<file path="config.mk">
export PLATFORM = sky130hd
export DESIGN_NAME = sobel_stream_controller_flat
export DESIGN_NICKNAME = d
export VERILOG_FILES = /design/src/rtl/sobel_stream_controller_if.sv /design/src/rtl/sobel_stream_controller.sv /design/src/flat_wrapper.sv
export SDC_FILE = /design/constraint.sdc
export NUM_CORES = 1
export LEC_CHECK = 0
export ABC_AREA = 0
export CELL_PAD_IN_SITES_DETAIL_PLACEMENT = 1
export CELL_PAD_IN_SITES_GLOBAL_PLACEMENT = 1
export CORE_MARGIN = 3
export CORE_UTILIZATION = 38
export DETAILED_ROUTE_END_ITERATION = 10
export PLACE_DENSITY = 0.9
export SLEW_MARGIN = 10
export SYNTH_ARGS = -nofsm -noshare
export SYNTH_HDL_FRONTEND = slang
export SYNTH_SLANG_ARGS = --single-unit
</file>
<file path="constraint.sdc">
create_clock -name clk_i -period 2.05 [get_ports clk_i]
set_clock_uncertainty 0.05 [all_clocks]
set_input_delay 0.3075 -clock clk_i [delete_from_list [all_inputs] [get_ports clk_i]]
set_output_delay 0.3075 -clock clk_i [all_outputs]
set_load 0.01 [all_outputs]
</file>
<file path="src/rtl/sobel_stream_controller_if.sv">
// rtl/sobel_stream_controller_if.sv - pixel sink/source handshake bundle for the Sobel frame sequencer
interface sobel_stream_controller_if;
   // sink side (gray pixels into the datapath)
   logic in_valid_i;
   logic in_ready_o;
   // source side (Sobel magnitudes out of the datapath)
   logic out_valid_o;
   logic out_ready_i;
   logic out_sop_o;
   logic out_eop_o;

   // master: the sequencer's view (it owns ready on the sink and valid/sop/eop on the source)
   modport master (
      input  in_valid_i,
      output in_ready_o,
      output out_valid_o,
      input  out_ready_i,
      output out_sop_o,
      output out_eop_o
   );

   // slave: the stream wrapper's view
   modport slave (
      output in_valid_i,
      input  in_ready_o,
      input  out_valid_o,
      output out_ready_i,
      input  out_sop_o,
      input  out_eop_o
   );
endinterface

</file>
<file path="src/rtl/sobel_stream_controller.sv">
// rtl/sobel_stream_controller.sv - one-frame sequencer: clear G memory, receive pixels, MAC sweep, stream results
module sobel_stream_controller #(
   parameter int IMG_X_SIZE = 100,
   parameter int IMG_Y_SIZE = 100
) (
   input  logic                             clk_i,
   input  logic                             rst_i,
   input  logic                             start_i,
   sobel_stream_controller_if.master        st,
   output logic                             busy_o,
   output logic                             done_o,
   input  logic                             inputRecieved_i,
   input  logic                             kernelResReady_i,
   input  logic                             imageProcessed_i,
   output logic                             cntrInputClear_o,
   output logic                             cntrKernelClear_o,
   output logic                             cntrMemGclear_o,
   output logic                             memGclear_o,
   output logic                             memImgWr_o,
   output logic                             cntrInputInc_o,
   output logic                             saveImgOrCalculate_o,
   output logic                             cntrKernelInc_o,
   output logic                             memGwr_o,
   output logic                             cntrMemGinc_o,
   output logic                             dataAvailable_o
);

   localparam int G_WORDS  = (IMG_X_SIZE - 2) * (IMG_Y_SIZE - 2);
   // keep the clear counter at least one bit wide even for a degenerate one-word G memory
   localparam int CLR_BITS = (G_WORDS > 1) ? $clog2(G_WORDS) : 1;
   localparam logic [CLR_BITS-1:0] CLR_LAST = CLR_BITS'(G_WORDS - 1);

   typedef enum logic [3:0] {
      IDLE,
      INIT,
      CLEAR_G,
      RECV_INIT,
      RECV,
      CALC,
      ADVANCE,
      SEND,
      DONE
   } state_t;

   state_t              state;
   logic [CLR_BITS-1:0] clr_cnt;
   logic                first_pix;

   logic                in_xfer;
   logic                out_xfer;

   // handshakes are only meaningful in the states that raise ready/valid
   assign in_xfer  = (state == RECV) && st.in_valid_i;
   assign out_xfer = (state == SEND) && st.out_ready_i;

   // state sequencing, G-memory clear counter and first-output-pixel flag
   always_ff @(posedge clk_i or negedge rst_i) begin
      if (!rst_i) begin
         state     <= IDLE;
         clr_cnt   <= '0;
         first_pix <= 1'b0;
      end else begin
         case (state)
            IDLE: begin
               if (start_i) begin
                  state <= INIT;
               end
            end
            INIT: begin
               clr_cnt <= '0;
               state   <= CLEAR_G;
            end
            CLEAR_G: begin
               clr_cnt <= clr_cnt + 1'b1;
               // the last address is still written in this cycle
               if (clr_cnt == CLR_LAST) begin
                  state <= RECV_INIT;
               end
            end
            RECV_INIT: begin
               state <= RECV;
            end
            RECV: begin
               if (in_xfer && inputRecieved_i) begin
                  state <= CALC;
               end
            end
            CALC: begin
               // ninth tap is accumulated in the same cycle the flag is seen
               if (kernelResReady_i) begin
                  state <= ADVANCE;
               end
            end
            ADVANCE: begin
               if (imageProcessed_i) begin
                  state     <= SEND;
                  first_pix <= 1'b1;
               end else begin
                  state <= CALC;
               end
            end
            SEND: begin
               if (out_xfer) begin
                  first_pix <= 1'b0;
                  if (imageProcessed_i) begin
                     state <= DONE;
                  end
               end
            end
            DONE: begin
               state <= IDLE;
            end
            default: begin
               state <= IDLE;
            end
         endcase
      end
   end

   // datapath controls and stream handshakes decoded from state and live handshake inputs
   always_comb begin
      busy_o               = 1'b0;
      done_o               = 1'b0;
      st.in_ready_o        = 1'b0;
      st.out_valid_o       = 1'b0;
      st.out_sop_o         = 1'b0;
      st.out_eop_o         = 1'b0;
      cntrInputClear_o     = 1'b0;
      cntrKernelClear_o    = 1'b0;
      cntrMemGclear_o      = 1'b0;
      memGclear_o          = 1'b0;
      memImgWr_o           = 1'b0;
      cntrInputInc_o       = 1'b0;
      saveImgOrCalculate_o = 1'b0;
      cntrKernelInc_o      = 1'b0;
      memGwr_o             = 1'b0;
      cntrMemGinc_o        = 1'b0;
      dataAvailable_o      = 1'b0;
      case (state)
         IDLE: begin
            busy_o = 1'b0;
         end
         INIT: begin
            busy_o            = 1'b1;
            cntrInputClear_o  = 1'b1;
            cntrKernelClear_o = 1'b1;
            cntrMemGclear_o   = 1'b1;
         end
         CLEAR_G: begin
            // the input counter doubles as the G-memory clear address
            busy_o         = 1'b1;
            memGclear_o    = 1'b1;
            cntrInputInc_o = 1'b1;
         end
         RECV_INIT: begin
            busy_o           = 1'b1;
            cntrInputClear_o = 1'b1;
         end
         RECV: begin
            busy_o         = 1'b1;
            st.in_ready_o  = 1'b1;
            memImgWr_o     = in_xfer;
            cntrInputInc_o = in_xfer;
         end
         CALC: begin
            busy_o               = 1'b1;
            saveImgOrCalculate_o = 1'b1;
            memGwr_o             = 1'b1;
            cntrKernelInc_o      = 1'b1;
         end
         ADVANCE: begin
            busy_o            = 1'b1;
            cntrKernelClear_o = 1'b1;
            if (imageProcessed_i) begin
               cntrMemGclear_o = 1'b1;
            end else begin
               cntrMemGinc_o = 1'b1;
            end
         end
         SEND: begin
            // valid is never retracted; backpressure simply holds the address
            busy_o          = 1'b1;
            st.out_valid_o  = 1'b1;
            dataAvailable_o = 1'b1;
            st.out_sop_o    = first_pix;
            st.out_eop_o    = imageProcessed_i;
            cntrMemGinc_o   = out_xfer;
         end
         DONE: begin
            busy_o          = 1'b1;
            done_o          = 1'b1;
            cntrMemGclear_o = 1'b1;
         end
         default: begin
            busy_o = 1'b0;
         end
      endcase
   end

endmodule

</file>
<file path="src/flat_wrapper.sv">
// flat-port wrapper written by rule: the top's interface ports become plain ports
module sobel_stream_controller_flat 
#(
   parameter int IMG_X_SIZE = 100,
   parameter int IMG_Y_SIZE = 100
)
  (clk_i, rst_i, start_i, busy_o, done_o, inputRecieved_i, kernelResReady_i, imageProcessed_i, cntrInputClear_o, cntrKernelClear_o, cntrMemGclear_o, memGclear_o, memImgWr_o, cntrInputInc_o, saveImgOrCalculate_o, cntrKernelInc_o, memGwr_o, cntrMemGinc_o, dataAvailable_o, st_in_valid_i, st_in_ready_o, st_out_valid_o, st_out_ready_i, st_out_sop_o, st_out_eop_o);
  sobel_stream_controller_if st_i ();
  input  logic clk_i;
  input  logic rst_i;
  input  logic start_i;
  output logic busy_o;
  output logic done_o;
  input  logic inputRecieved_i;
  input  logic kernelResReady_i;
  input  logic imageProcessed_i;
  output logic cntrInputClear_o;
  output logic cntrKernelClear_o;
  output logic cntrMemGclear_o;
  output logic memGclear_o;
  output logic memImgWr_o;
  output logic cntrInputInc_o;
  output logic saveImgOrCalculate_o;
  output logic cntrKernelInc_o;
  output logic memGwr_o;
  output logic cntrMemGinc_o;
  output logic dataAvailable_o;
  input wire logic [$bits(st_i.in_valid_i)-1:0] st_in_valid_i;
  output wire logic [$bits(st_i.in_ready_o)-1:0] st_in_ready_o;
  output wire logic [$bits(st_i.out_valid_o)-1:0] st_out_valid_o;
  input wire logic [$bits(st_i.out_ready_i)-1:0] st_out_ready_i;
  output wire logic [$bits(st_i.out_sop_o)-1:0] st_out_sop_o;
  output wire logic [$bits(st_i.out_eop_o)-1:0] st_out_eop_o;
  assign st_i.in_valid_i = st_in_valid_i;
  assign st_in_ready_o = st_i.in_ready_o;
  assign st_out_valid_o = st_i.out_valid_o;
  assign st_i.out_ready_i = st_out_ready_i;
  assign st_out_sop_o = st_i.out_sop_o;
  assign st_out_eop_o = st_i.out_eop_o;
  sobel_stream_controller #(.IMG_X_SIZE(IMG_X_SIZE), .IMG_Y_SIZE(IMG_Y_SIZE)) u_core (.clk_i(clk_i), .rst_i(rst_i), .start_i(start_i), .st(st_i), .busy_o(busy_o), .done_o(done_o), .inputRecieved_i(inputRecieved_i), .kernelResReady_i(kernelResReady_i), .imageProcessed_i(imageProcessed_i), .cntrInputClear_o(cntrInputClear_o), .cntrKernelClear_o(cntrKernelClear_o), .cntrMemGclear_o(cntrMemGclear_o), .memGclear_o(memGclear_o), .memImgWr_o(memImgWr_o), .cntrInputInc_o(cntrInputInc_o), .saveImgOrCalculate_o(saveImgOrCalculate_o), .cntrKernelInc_o(cntrKernelInc_o), .memGwr_o(memGwr_o), .cntrMemGinc_o(cntrMemGinc_o), .dataAvailable_o(dataAvailable_o));
endmodule
</file>
==> out/metrics.cfg <==
[logic_synthesis]
synth_fp_nets=146
synth_cell_types=41
synth_warnings=0
synth_edf_count=0
ys_seq_area_share_pct=38.9
synth.avg_cell_area_um2=8.92
synth_flop_cell=dfrtp_1
synthTopCellsByArea=dfrtp_1 (39%), nand2_1 (5.2%), o21ai_0 (4.1%), o31ai_1 (3.7%), nand3_1 (3.3%)
netlist_area_mm2=0.00122
synth_most_common_cell=dfrtp_1
synth.top_cells.by_count=dfrtp_1 (19), nand2_1 (17), o21ai_0 (10)
synth_cells=137
async_flop_share_pct=100
synth_top_area_share_pct=38.9
synth_largest_area_cell=dfrtp_1
ys_ff_latch=19

[pwr]
p_per_area_mw_per_mm2=1280
seq_power_share_pct=23.3
combPwrFrac_pct=67.9
power.net_switching_uw=983
p_int_mw=1.29
pwr-share-clk_pct=8.8
p_leak_nw=0.830
power.share.switching_pct=43.3
vdd_drop_max_uv=718

[placement]
place_area_mm2=0.00164
dp_slack_ns=-0.193
hpwlAfterDp_mm=2.81
place.port_buffers=24
gp_congestion=0.885

[timing]
finalHoldViolations=0
worst_slack_ns=-0.0623
drv_slew=0
worst_slew_pin_slew_ns=0.281
rsz0062_at_grt=yes
timing.slew.headroom_pct=81.3
finalHoldWorstSlack_ns=0.270
fin_crit_sh_pct=103
period_minus_slack_ns=2.11
fmax_mhz=473
setup_violations=2

[floorplanning]
die_h_um=62.7
coreArea_mm2=0.00290
dieArea_mm2=0.00393
die_w_um=62.7
io-pin-count=25
rows=19
start_util_pct=42.1

[global_routing]
grt.overflow.total=0
gr-usage-all-layers_pct=22.3
grt_max_degree=20
grt_pass1_wl_mm=7.04
antenna_found_initial=0
grt_pass1_vias=1512

[worst_setup_path]
end_kind=primary output
critPathRequiredTime_ns=1.69
cp.arrival_ns=1.75
crit_path_start_kind=flop
worstPathCellList=buf_6 > buf_4 > or4_4 > o31ai_2 > buf_2
path_max_fanout=7
max_stage_delay_ns=0.50
crit_slowest_cell=or4_4
crit_type=reg2out

[cts]
cts_hold_buf=0
cts_buffers=3
clkTransAtPathRegs_ns=0.11
cts_tree=done
ctsHtreeMaxLevel=1
clkSinkCount=19
root_buffer=clkbuf_4
clk_latency_ns=0.31
cts_max_path_buffers=2

[cells_and_area]
fin_nets=196
area_delta_synth_final_pct=44.9
design_area_mm2=0.00177
antenna_cells=0
multiInputGateArea_um2=747
fillCellCount=355
final_util_pct=61.1
layout-drive-gt1-share_pct=39.2
regArea_um2=479

[route]
drc=0
routed_wl_mm=4.20
drtPass1Iterations=4
ant_nets=0
vias=1280
wire_per_inst_um=18.4
first_iter_violations=39
vias_per_cell=5.61

[status]
failed_checks=negative setup slack
status=finished, violations left

[job]
drv_cap=0

[hold_path]
hp-class=in2async

==> cells in the final DEF (no fill, tap or decap), types with 2 or more instances in the layout <==
cell type        count
buf_4               28
nand2_1             17
dfrtp_1             16
nand3_1              8
clkdlybuf4s50_1      7
clkbuf_2             7
o21ai_0              6
nor2_1               5
and2_1               5
inv_1                5
o211ai_1             5
o31ai_1              5
clkdlybuf4s15_1      5
buf_6                4
xnor2_1              3
nor3_1               3
mux2i_1              3
clkbuf_4             3
buf_2                3
dfrtp_2              3
or4b_4               2
a21oi_1              2
o2bb2ai_1            2
nand4_1              2
o21ai_2              2
o21ai_1              2
==> area by class of cell <==
class                           instances  share of cell area [%]
Clock buffer                            3                    1.27
Clock inverter                          1                   0.282
Inverter                                6                    1.55
Multi-Input combinational cell        102                    42.2
Sequential cell                        19                    27.0
Tap cell                               42                    2.97
Timing Repair Buffer                   55                    24.7
==> worst paths after layout <==
path | start | endpoint | slack, ns | cells after the start
worst max-delay path | u_core.state[0]$_DFFE_PN0P_ | cntrMemGclear_o | -0.06 | 5
worst min-delay path | rst_i | u_core.clr_cnt[4]$_DFFE_PN0N_ | 0.27 | 2
worst max register to register | u_core.state[0]$_DFFE_PN0P_ | u_core.state[0]$_DFFE_PN0P_ | 0.06 | 7
worst min register to register | u_core.clr_cnt[4]$_DFFE_PN0N_ | u_core.clr_cnt[4]$_DFFE_PN0N_ | 0.48 | 1
max in group asynchronous | rst_i | u_core.state[1]$_DFFE_PN0P_ | 1.46 | 2
min in group clk_i | u_core.clr_cnt[4]$_DFFE_PN0N_ | u_core.clr_cnt[4]$_DFFE_PN0N_ | 0.48 | 1
==> logic make-up (layout without fill, tap and decap cells) <==
kind of cell,after synthesis,after routing,share of synthesized area (%)
xor gates and xnor gates,4,4,2.87
muxes,4,4,3.68
buffers and inverters,16,65,6.55
AOI/OAI and AO/OA,30,30,16.4
and+or+nand+nor,63,63,30.6
adders and majority gates,1,1,1.02
DFF,19,19,38.9
==> through the flow <==
| step | setup TNS [ns] | cells | total power, mW |
|---|---|---|---|
| 2_1_floorplan | 0 | 137 | 1.20 |
| 3_3_place_gp | -0.196 | 216 | 1.79 |
| 3_5_place_dp | -0.243 | 216 | 1.87 |
| 4_1_cts | -0.271 | 227 | 2.12 |
| 5_1_grt | -0.412 | 228 | 2.44 |
| 6_report | -0.0768 | 228 | 2.27 |
==> what timing repair did <==
action | in CTS | in global routing
buffers inserted | 7 | 1
cloned | 0 | 0
resized for setup | 36 | 44
pin swaps | 1 | 3
setup endpoints to repair | 18 | 29
==> metal layers <==
layer  global-route usage, %  up-vias  part of all wire (%)
li1                        -      596                     -
met1                    23.7      640                    40
met2                    43.0       36                    55
met3                    3.60        8                   3.0
met4                    9.37        0                   2.1
met5                       0        -                     0
==> critical path, delay by kind of cell, from the launching register on <==
| family | cells | cell delay, ns |
|---|---|---|
| compound gates | 1 | 0.07 |
| flops | 1 | 0.42 |
| buf+inv | 3 | 0.45 |
| simple gates | 1 | 0.50 |
==> power by group through the flow <==
stage | Clock [mW] | Sequential [mW] | Combinational [mW]
after floorplan | 0 | 0.491 | 0.709
after global placement | 0 | 0.510 | 1.28
after detailed placement | 0 | 0.520 | 1.35
after CTS | 0.195 | 0.515 | 1.41
after global routing | 0.226 | 0.543 | 1.67
final | 0.200 | 0.530 | 1.54
==> sequential cells by signal, indices dropped and copies added, names as in the netlist <==
name and cells:
u_core.clr_cnt 14, u_core.first_pix 1, u_core.state 4
No activity file was read; power rests on OpenSTA's default activity.
==> RTL edit 1: new RTL, same settings <==
`IMG_X_SIZE` is set to 100 in 2 places; all go to 50.
--- a/src/rtl/sobel_stream_controller.sv
+++ b/src/rtl/sobel_stream_controller.sv
@@ -1,6 +1,6 @@
 // rtl/sobel_stream_controller.sv - one-frame sequencer: clear G memory, receive pixels, MAC sweep, stream results
 module sobel_stream_controller #(
-   parameter int IMG_X_SIZE = 100,
+   parameter int IMG_X_SIZE = 50,
    parameter int IMG_Y_SIZE = 100
 ) (
    input  logic                             clk_i,
--- a/src/flat_wrapper.sv
+++ b/src/flat_wrapper.sv
@@ -1,7 +1,7 @@
 // flat-port wrapper written by rule: the top's interface ports become plain ports
 module sobel_stream_controller_flat 
 #(
-   parameter int IMG_X_SIZE = 100,
+   parameter int IMG_X_SIZE = 50,
    parameter int IMG_Y_SIZE = 100
 )
   (clk_i, rst_i, start_i, busy_o, done_o, inputRecieved_i, kernelResReady_i, imageProcessed_i, cntrInputClear_o, cntrKernelClear_o, cntrMemGclear_o, memGclear_o, memImgWr_o, cntrInputInc_o, saveImgOrCalculate_o, cntrKernelInc_o, memGwr_o, cntrMemGinc_o, dataAvailable_o, st_in_valid_i, st_in_ready_o, st_out_valid_o, st_out_ready_i, st_out_sop_o, st_out_eop_o);
Function: same outputs for any inputs over 10 cycles, from zero or initial values and one cycle with rst_i low; that may be too few to reach the edited logic, so the function may still have changed.
==> RTL edit 1 against the unedited design <==
- the run still ends with negative setup slack left
- worst setup slack improved by 11 ps
- cell area fell by 7.5%
- synthesized area fell by 3.0%
- global-route usage fell by 1.1 points
- count of clock-buffer cells in the layout rose by 1
- total power fell by 7.0%
- register-to-register slack got worse by 30 ps
- sequential cell count fell by 1
- fmax rose by 0.53%
- routed wire length fell by 7.9%
- die area fell by 2.7%
- critical endpoint is now cntrInputInc_o
- highest routed layer unchanged
==> RTL edit 1: results (changes against the unedited design) <==
| Metric | Value |
|---|---|
| List of most frequent post-synthesis cells | `dfrtp_1, nand2_1, o21ai_0` |
| CTS Root Cell | `clkbuf_4` |
| Yosys cell types | `40 (-2.4%)` |
| Crit path from | `u_core.state[3]` |
| Met2 usage | `40.5% (-2.5 points)` |
| Post-DP HPWL | `2580 um (-8.2%)` |
| Setup TNS | `-79.4 ps (-2.56 ps)` |
| Clock transition at path regs | `110 ps (about the same)` |
| Async set-reset flop share out of synthesis | `100% (unchanged)` |
| Worst slew pin tran | `513 ps (+233 ps)` |
| Leakage power | `0.756 nW (-8.9%)` |
| Post-synthesis xor/xnor area fraction | `2.22% (-0.65 points)` |
| HP Class | `input port to async pin` |
| Global-route wire length before repair | `5940 um (-16%)` |
| Port buffer count | `24 (unchanged)` |
| Vias in the first global route | `1,321 (-13%)` |
| Number of inserted diodes | `0 (unchanged)` |
| Layout cells sized above 1 | `28.6% (-11 points)` |
| Met3 GRT Util | `5.58% (+2.0 points)` |
| Post-synthesis mux area share | `0.844% (-2.8 points)` |
| Hold_buf cts | `0 (unchanged)` |
| GR Layer Usage met1 | `21.0% (-2.7 points)` |
| H-tree depth | `1 (unchanged)` |
| Synth Area in Adders | `1.05% (+0.031 points)` |
| Status | `finished, violations left` |
| 1st-pass router iterations | `4 (unchanged)` |
| Violated checks | `negative setup slack` |
| Compound-Gate Fraction of Synth Area | `22.9% (+6.5 points)` |
| CP max FO | `4 (-3)` |
| Crit-path slowest cell | `or4b_4` |
| Family with the most delay on the worst path | `simple AND/OR/NAND/NOR gates` |
| Syn Nets | `145 (-0.68%)` |
| Post-layout net count | `185 (-5.6%)` |
| Worst vdd ir | `799 uV (+11%)` |
| Global placement routability congestion | `0.859 (-3.0%)` |
| Finish-stage setup viols | `2 (unchanged)` |
| Skew-Pair Late Insertion Delay | `300 ps` |
| Final worst slack | `-51.1 ps (+11.2 ps)` |
| Gr usage total | `21.2% (-1.1 points)` |
| Pin count of the biggest net entering global routing | `18 (-10%)` |
| Synth top area cells | `dfrtp_1, nand2_1, a31oi_1` |
| Initial antenna violation count | `0 (unchanged)` |
| Routed WL | `3870 um (-7.9%)` |
| Number of DRC markers in iteration 0 | `58 (+49%)` |
| Clock tree buffer depth | `2 (unchanged)` |
| Setup WS pre-CTS | `12.1 ps (+206 ps)` |
| Seq/Total Area, Yosys | `38.0% (-0.92 points)` |
| DR vias | `1,236 (-3.4%)` |
| Synth Flop Type | `dfrtp_1` |
| Slowest Stage Delay on Critical Path | `580 ps (+80 ps)` |
| Regs by FF count | `u_core.clr_cnt: 13 flops, u_core.state: 4 flops, u_core.first_pix: 1 flops` |
| CTS Buf Count | `3 (unchanged)` |
==> RTL edit 1: cell count changes after synthesis, sizes merged, moves of 2 or more <==
cell    change
mux2i       -2
or4         -2
a21oi       +2
nand4b      +2
a31oi       +7
nand2       -2
and2        -2
buf         +2
nor2        +2
o31ai       -2
a21o        +2
o211ai      -4
nand2b      +2
==> RTL edit 1: final timing paths <==
kind	cells after the start	endpoint	slack (ps)
hold reg to reg	1	u_core.clr_cnt[12]	450
max in group asynchronous	2	u_core.state[3]	1520
min in group clk_i	1	u_core.clr_cnt[12]	450
setup / recovery	5	cntrInputInc_o	-50
hold / removal	2	u_core.clr_cnt[3]	260
setup reg to reg	6	u_core.clr_cnt[5]	30
==> RTL edit 1: kinds of logic (layout without fill, tap and decap cells) <==
family                     after synthesis  count (layout)
and+or+nand+nor                         59              59
AOI/OAI and AO/OA                       37              37
DFF                                     18              18
buffers and inverters                   17              56
xor gates and xnor gates                 3               3
adders and majority gates                1               1
muxes                                    1               1
==> RTL edit 1: worst register-to-register path, cell delays in order (launching register included) <==
cell,delay (ps)
dfrtp_2,450
buf_6,130
or4b_4,580
buf_6,190
or2_4,280
o211ai_1,150
o31ai_1,100
==> RTL edit 1: layer usage <==
layer / wire (um) / vias to the layer above
met4: 170 / 0
met5: 0 / -
met1: 1540 / 607
li1: - / 575
met3: 162 / 14
met2: 1990 / 40
==> RTL edit 1: metrics by stage <==
step	hold WS [ps]	instance area (um2)	cells	util, %
floorplan	-38.1	1190	136	-
global placement	404	1510	195	52.9
detailed placement	434	1510	195	52.9
CTS	263	1580	201	55.3
global route	252	1640	206	57.5
finish	261	1640	206	57.5
==> RTL edit 1: repair_timing <==
| action | CTS | global route |
|---|---|---|
| setup buffers | 2 | 5 |
| gates cloned | 0 | 0 |
| resized for setup | 37 | 24 |
| pin swaps | 1 | 5 |
| setup endpoints to repair | 17 | 13 |
==> RTL edit 1: area by class of cell <==
class                           instances  area (um2)
Clock buffer                            4        36.3
Fill cell                             346        1210
Inverter                                6        25.0
Multi-Input combinational cell        101         691
Sequential cell                        18         452
Tap cell                               31        38.8
Timing Repair Buffer                   46         397
==> RTL edit 1: report_power, final <==
part / total, W / leakage [nW] / internal [W] / switching, W
clock: 0.000225 / 0.0210 / 0.000108 / 0.000116
combinational: 0.00138 / 0.499 / 0.000637 / 0.000742
sequential: 0.000507 / 0.236 / 0.000425 / 0.0000822
==> RTL edit 2: new RTL, config.mk and constraints unchanged <==
Made on the original files. Encoding of `state_t`: now Gray code (4 bits for 9 states).
--- a/src/rtl/sobel_stream_controller.sv
+++ b/src/rtl/sobel_stream_controller.sv
@@ -31,15 +31,15 @@
    localparam logic [CLR_BITS-1:0] CLR_LAST = CLR_BITS'(G_WORDS - 1);
 
    typedef enum logic [3:0] {
-      IDLE,
-      INIT,
-      CLEAR_G,
-      RECV_INIT,
-      RECV,
-      CALC,
-      ADVANCE,
-      SEND,
-      DONE
+      IDLE      = 4'b0000,
+      INIT      = 4'b0001,
+      CLEAR_G   = 4'b0011,
+      RECV_INIT = 4'b0010,
+      RECV      = 4'b0110,
+      CALC      = 4'b0111,
+      ADVANCE   = 4'b0101,
+      SEND      = 4'b0100,
+      DONE      = 4'b1100
    } state_t;
 
    state_t              state;
Function: no difference found for any inputs over 10 cycles, from zero or initial values and one cycle with rst_i low; not proved beyond that.
==> RTL edit 2 against the unedited design <==
- core utilization is 3.8 points lower
- cell area is 1.9% higher
- combinational power is 4% higher
- routed wire length is 10% higher
- sequential cell count stayed put
- the flow still finishes with violations (negative setup slack)
- cell count is 2.2% higher
- worst setup slack better by 15 ps
- total power is 2.8% higher
- synthesized area is 5.6% higher
==> RTL edit 2: results (changes against the unedited design) <==
| Metric | Value |
|---|---|
| Drt wl/cell | `19.9 um (+8.0%)` |
| Worst vdd ir | `597 uV (-17%)` |
| Regs by FF count | `u_core.clr_cnt: 14 flops, u_core.state: 4 flops, u_core.first_pix: 1 flops` |
| Final worst slack | `-47.8 ps (+14.5 ps)` |
| Yosys cell types | `49 (+20%)` |
| Layout cells sized above 1 | `30.2% (-9.1 points)` |
| CP max FO | `3 (-4)` |
| H-tree depth | `1 (unchanged)` |
| Slowest Stage Delay on Critical Path | `450 ps (-50 ps)` |
| Worst path arrival time | `1740 ps` |
| Violated checks | `negative setup slack` |
| Skew-Pair Late Insertion Delay | `310 ps (about the same)` |
| Clock transition at path regs | `110 ps (about the same)` |
| Clock tree buffer depth | `2 (unchanged)` |
| Status | `finished, violations left` |
| Pin count of the biggest net entering global routing | `20 (unchanged)` |
| Crit-path slowest cell | `dfrtp_2` |
| Synth top area cells | `dfrtp_1, buf_6, nand2_1` |
| Fillers | `386 (+8.7%)` |
| Setup WS pre-CTS | `-237 ps (-43.1 ps)` |
| Vias per std cell | `5.95 (+6.0%)` |
| Global-route wire length before repair | `6870 um (-2.4%)` |
| Compound-Gate Fraction of Synth Area | `21.1% (+4.7 points)` |
| HP Class | `input port to async pin` |
| Post-DP HPWL | `2810 um (about the same)` |
| Async set-reset flop share out of synthesis | `100% (unchanged)` |
| Leakage power | `0.852 nW (+2.6%)` |
| Worst slew pin tran | `366 ps (+85.5 ps)` |
| Vias in the first global route | `1,406 (-7.0%)` |
| Synth Area in Adders | `0.969% (-0.055 points)` |
| Placed Area | `1610 um2 (-1.5%)` |
| Post-synthesis mux area share | `1.94% (-1.7 points)` |
| Global placement routability congestion | `0.797 (-10%)` |
| Syn Nets | `153 (+4.8%)` |
| Post-layout net count | `199 (+1.5%)` |
| Cell Pwr Density | `1290 nW/um2 (+0.89%)` |
| Post-synthesis xor/xnor area fraction | `0.678% (-2.2 points)` |
| Gr usage total | `21.1% (-1.2 points)` |
| Finish-stage setup viols | `1 (-1)` |
| Seq/Total Area, Yosys | `36.8% (-2.1 points)` |
| List of most frequent post-synthesis cells | `dfrtp_1, nand2_1, o21ai_0` |
| Number of DRC markers in iteration 0 | `49 (+26%)` |
| Setup TNS | `-47.8 ps (+29.1 ps)` |
RTL edit 2: cell types whose count changed in the layout (fill, tap and decap cells not counted), moves of 3 or more:
cell | before | now
a31oi_1 | 1 | 5
and3_1 | 1 | 4
xnor2_1 | 3 | 0
clkbuf_2 | 7 | 2
a2bb2oi_1 | 0 | 3
o31ai_1 | 5 | 1
dlygate4sd2_1 | 0 | 7
nand2b_1 | 0 | 3
o21ai_0 | 6 | 10
and2_1 | 5 | 2
a21oi_1 | 2 | 5
o211ai_1 | 5 | 2
RTL edit 2: repair_timing:
action,CTS,global route
hold buffers,0,0
gates resized for setup,31,23
setup endpoints to repair,18,14
pin swaps,0,3
buffers inserted,6,8
RTL edit 2: layout make-up:
cell class                 count  area share, %
inverter                       5           1.04
clock buffer                   4           1.46
multi-input combinational    107           42.7
timing repair buffer          54           25.3
tap                           44           3.05
sequential                    19           26.5
RTL edit 2: cell families (layout without fill, tap and decap cells):
logic type      after synthesis  after routing
xor+xnor                      1              1
compound gates               41             41
flops                        19             19
simple gates                 62             62
buf+inv                      18             63
mux                           2              2
fa+ha+maj                     1              1
RTL edit 2: path summary, 6_finish.rpt:
kind | startpoint | endpoint | slack (ps) | depth (start not counted)
worst max-delay path | u_core.state[1] | cntrInputInc_o | -50 | 6
worst max register to register | u_core.state[2] | u_core.state[0] | 20 | 7
max in group asynchronous | rst_i | u_core.state[3] | 1420 | 2
worst min-delay path | rst_i | u_core.clr_cnt[6] | 300 | 2
worst min register to register | u_core.first_pix | u_core.first_pix | 500 | 2
min in group clk_i | u_core.first_pix | u_core.first_pix | 500 | 2
RTL edit 2: metrics by stage:
stage / std cells / total power [W] / hold WS [ps]
after floorplan: 144 / 0.00133 / -38.1
after global placement: 216 / 0.00176 / 441
after detailed placement: 216 / 0.00184 / 456
after CTS: 226 / 0.00209 / 292
after global routing: 233 / 0.00248 / 300
final: 233 / 0.00233 / 304
RTL edit 2: per-layer routing:
layer  GRT usage, %  share of wire (%)  vias up  routed length, um
li1               -                  -      628                  -
met1           25.5                 40      719               1850
met2           38.5                 55       34               2560
met3           2.99                3.0        6                137
met4           5.80                1.9        0                 87
met5              0                  0        -                  0
RTL edit 2: report_power, final:
| group | switching (W) | internal, W | total, W |
|---|---|---|---|
| combinational | 0.000829 | 0.000768 | 0.00160 |
| clock | 0.000122 | 0.0000761 | 0.000198 |
| sequential | 0.0000842 | 0.000455 | 0.000540 |
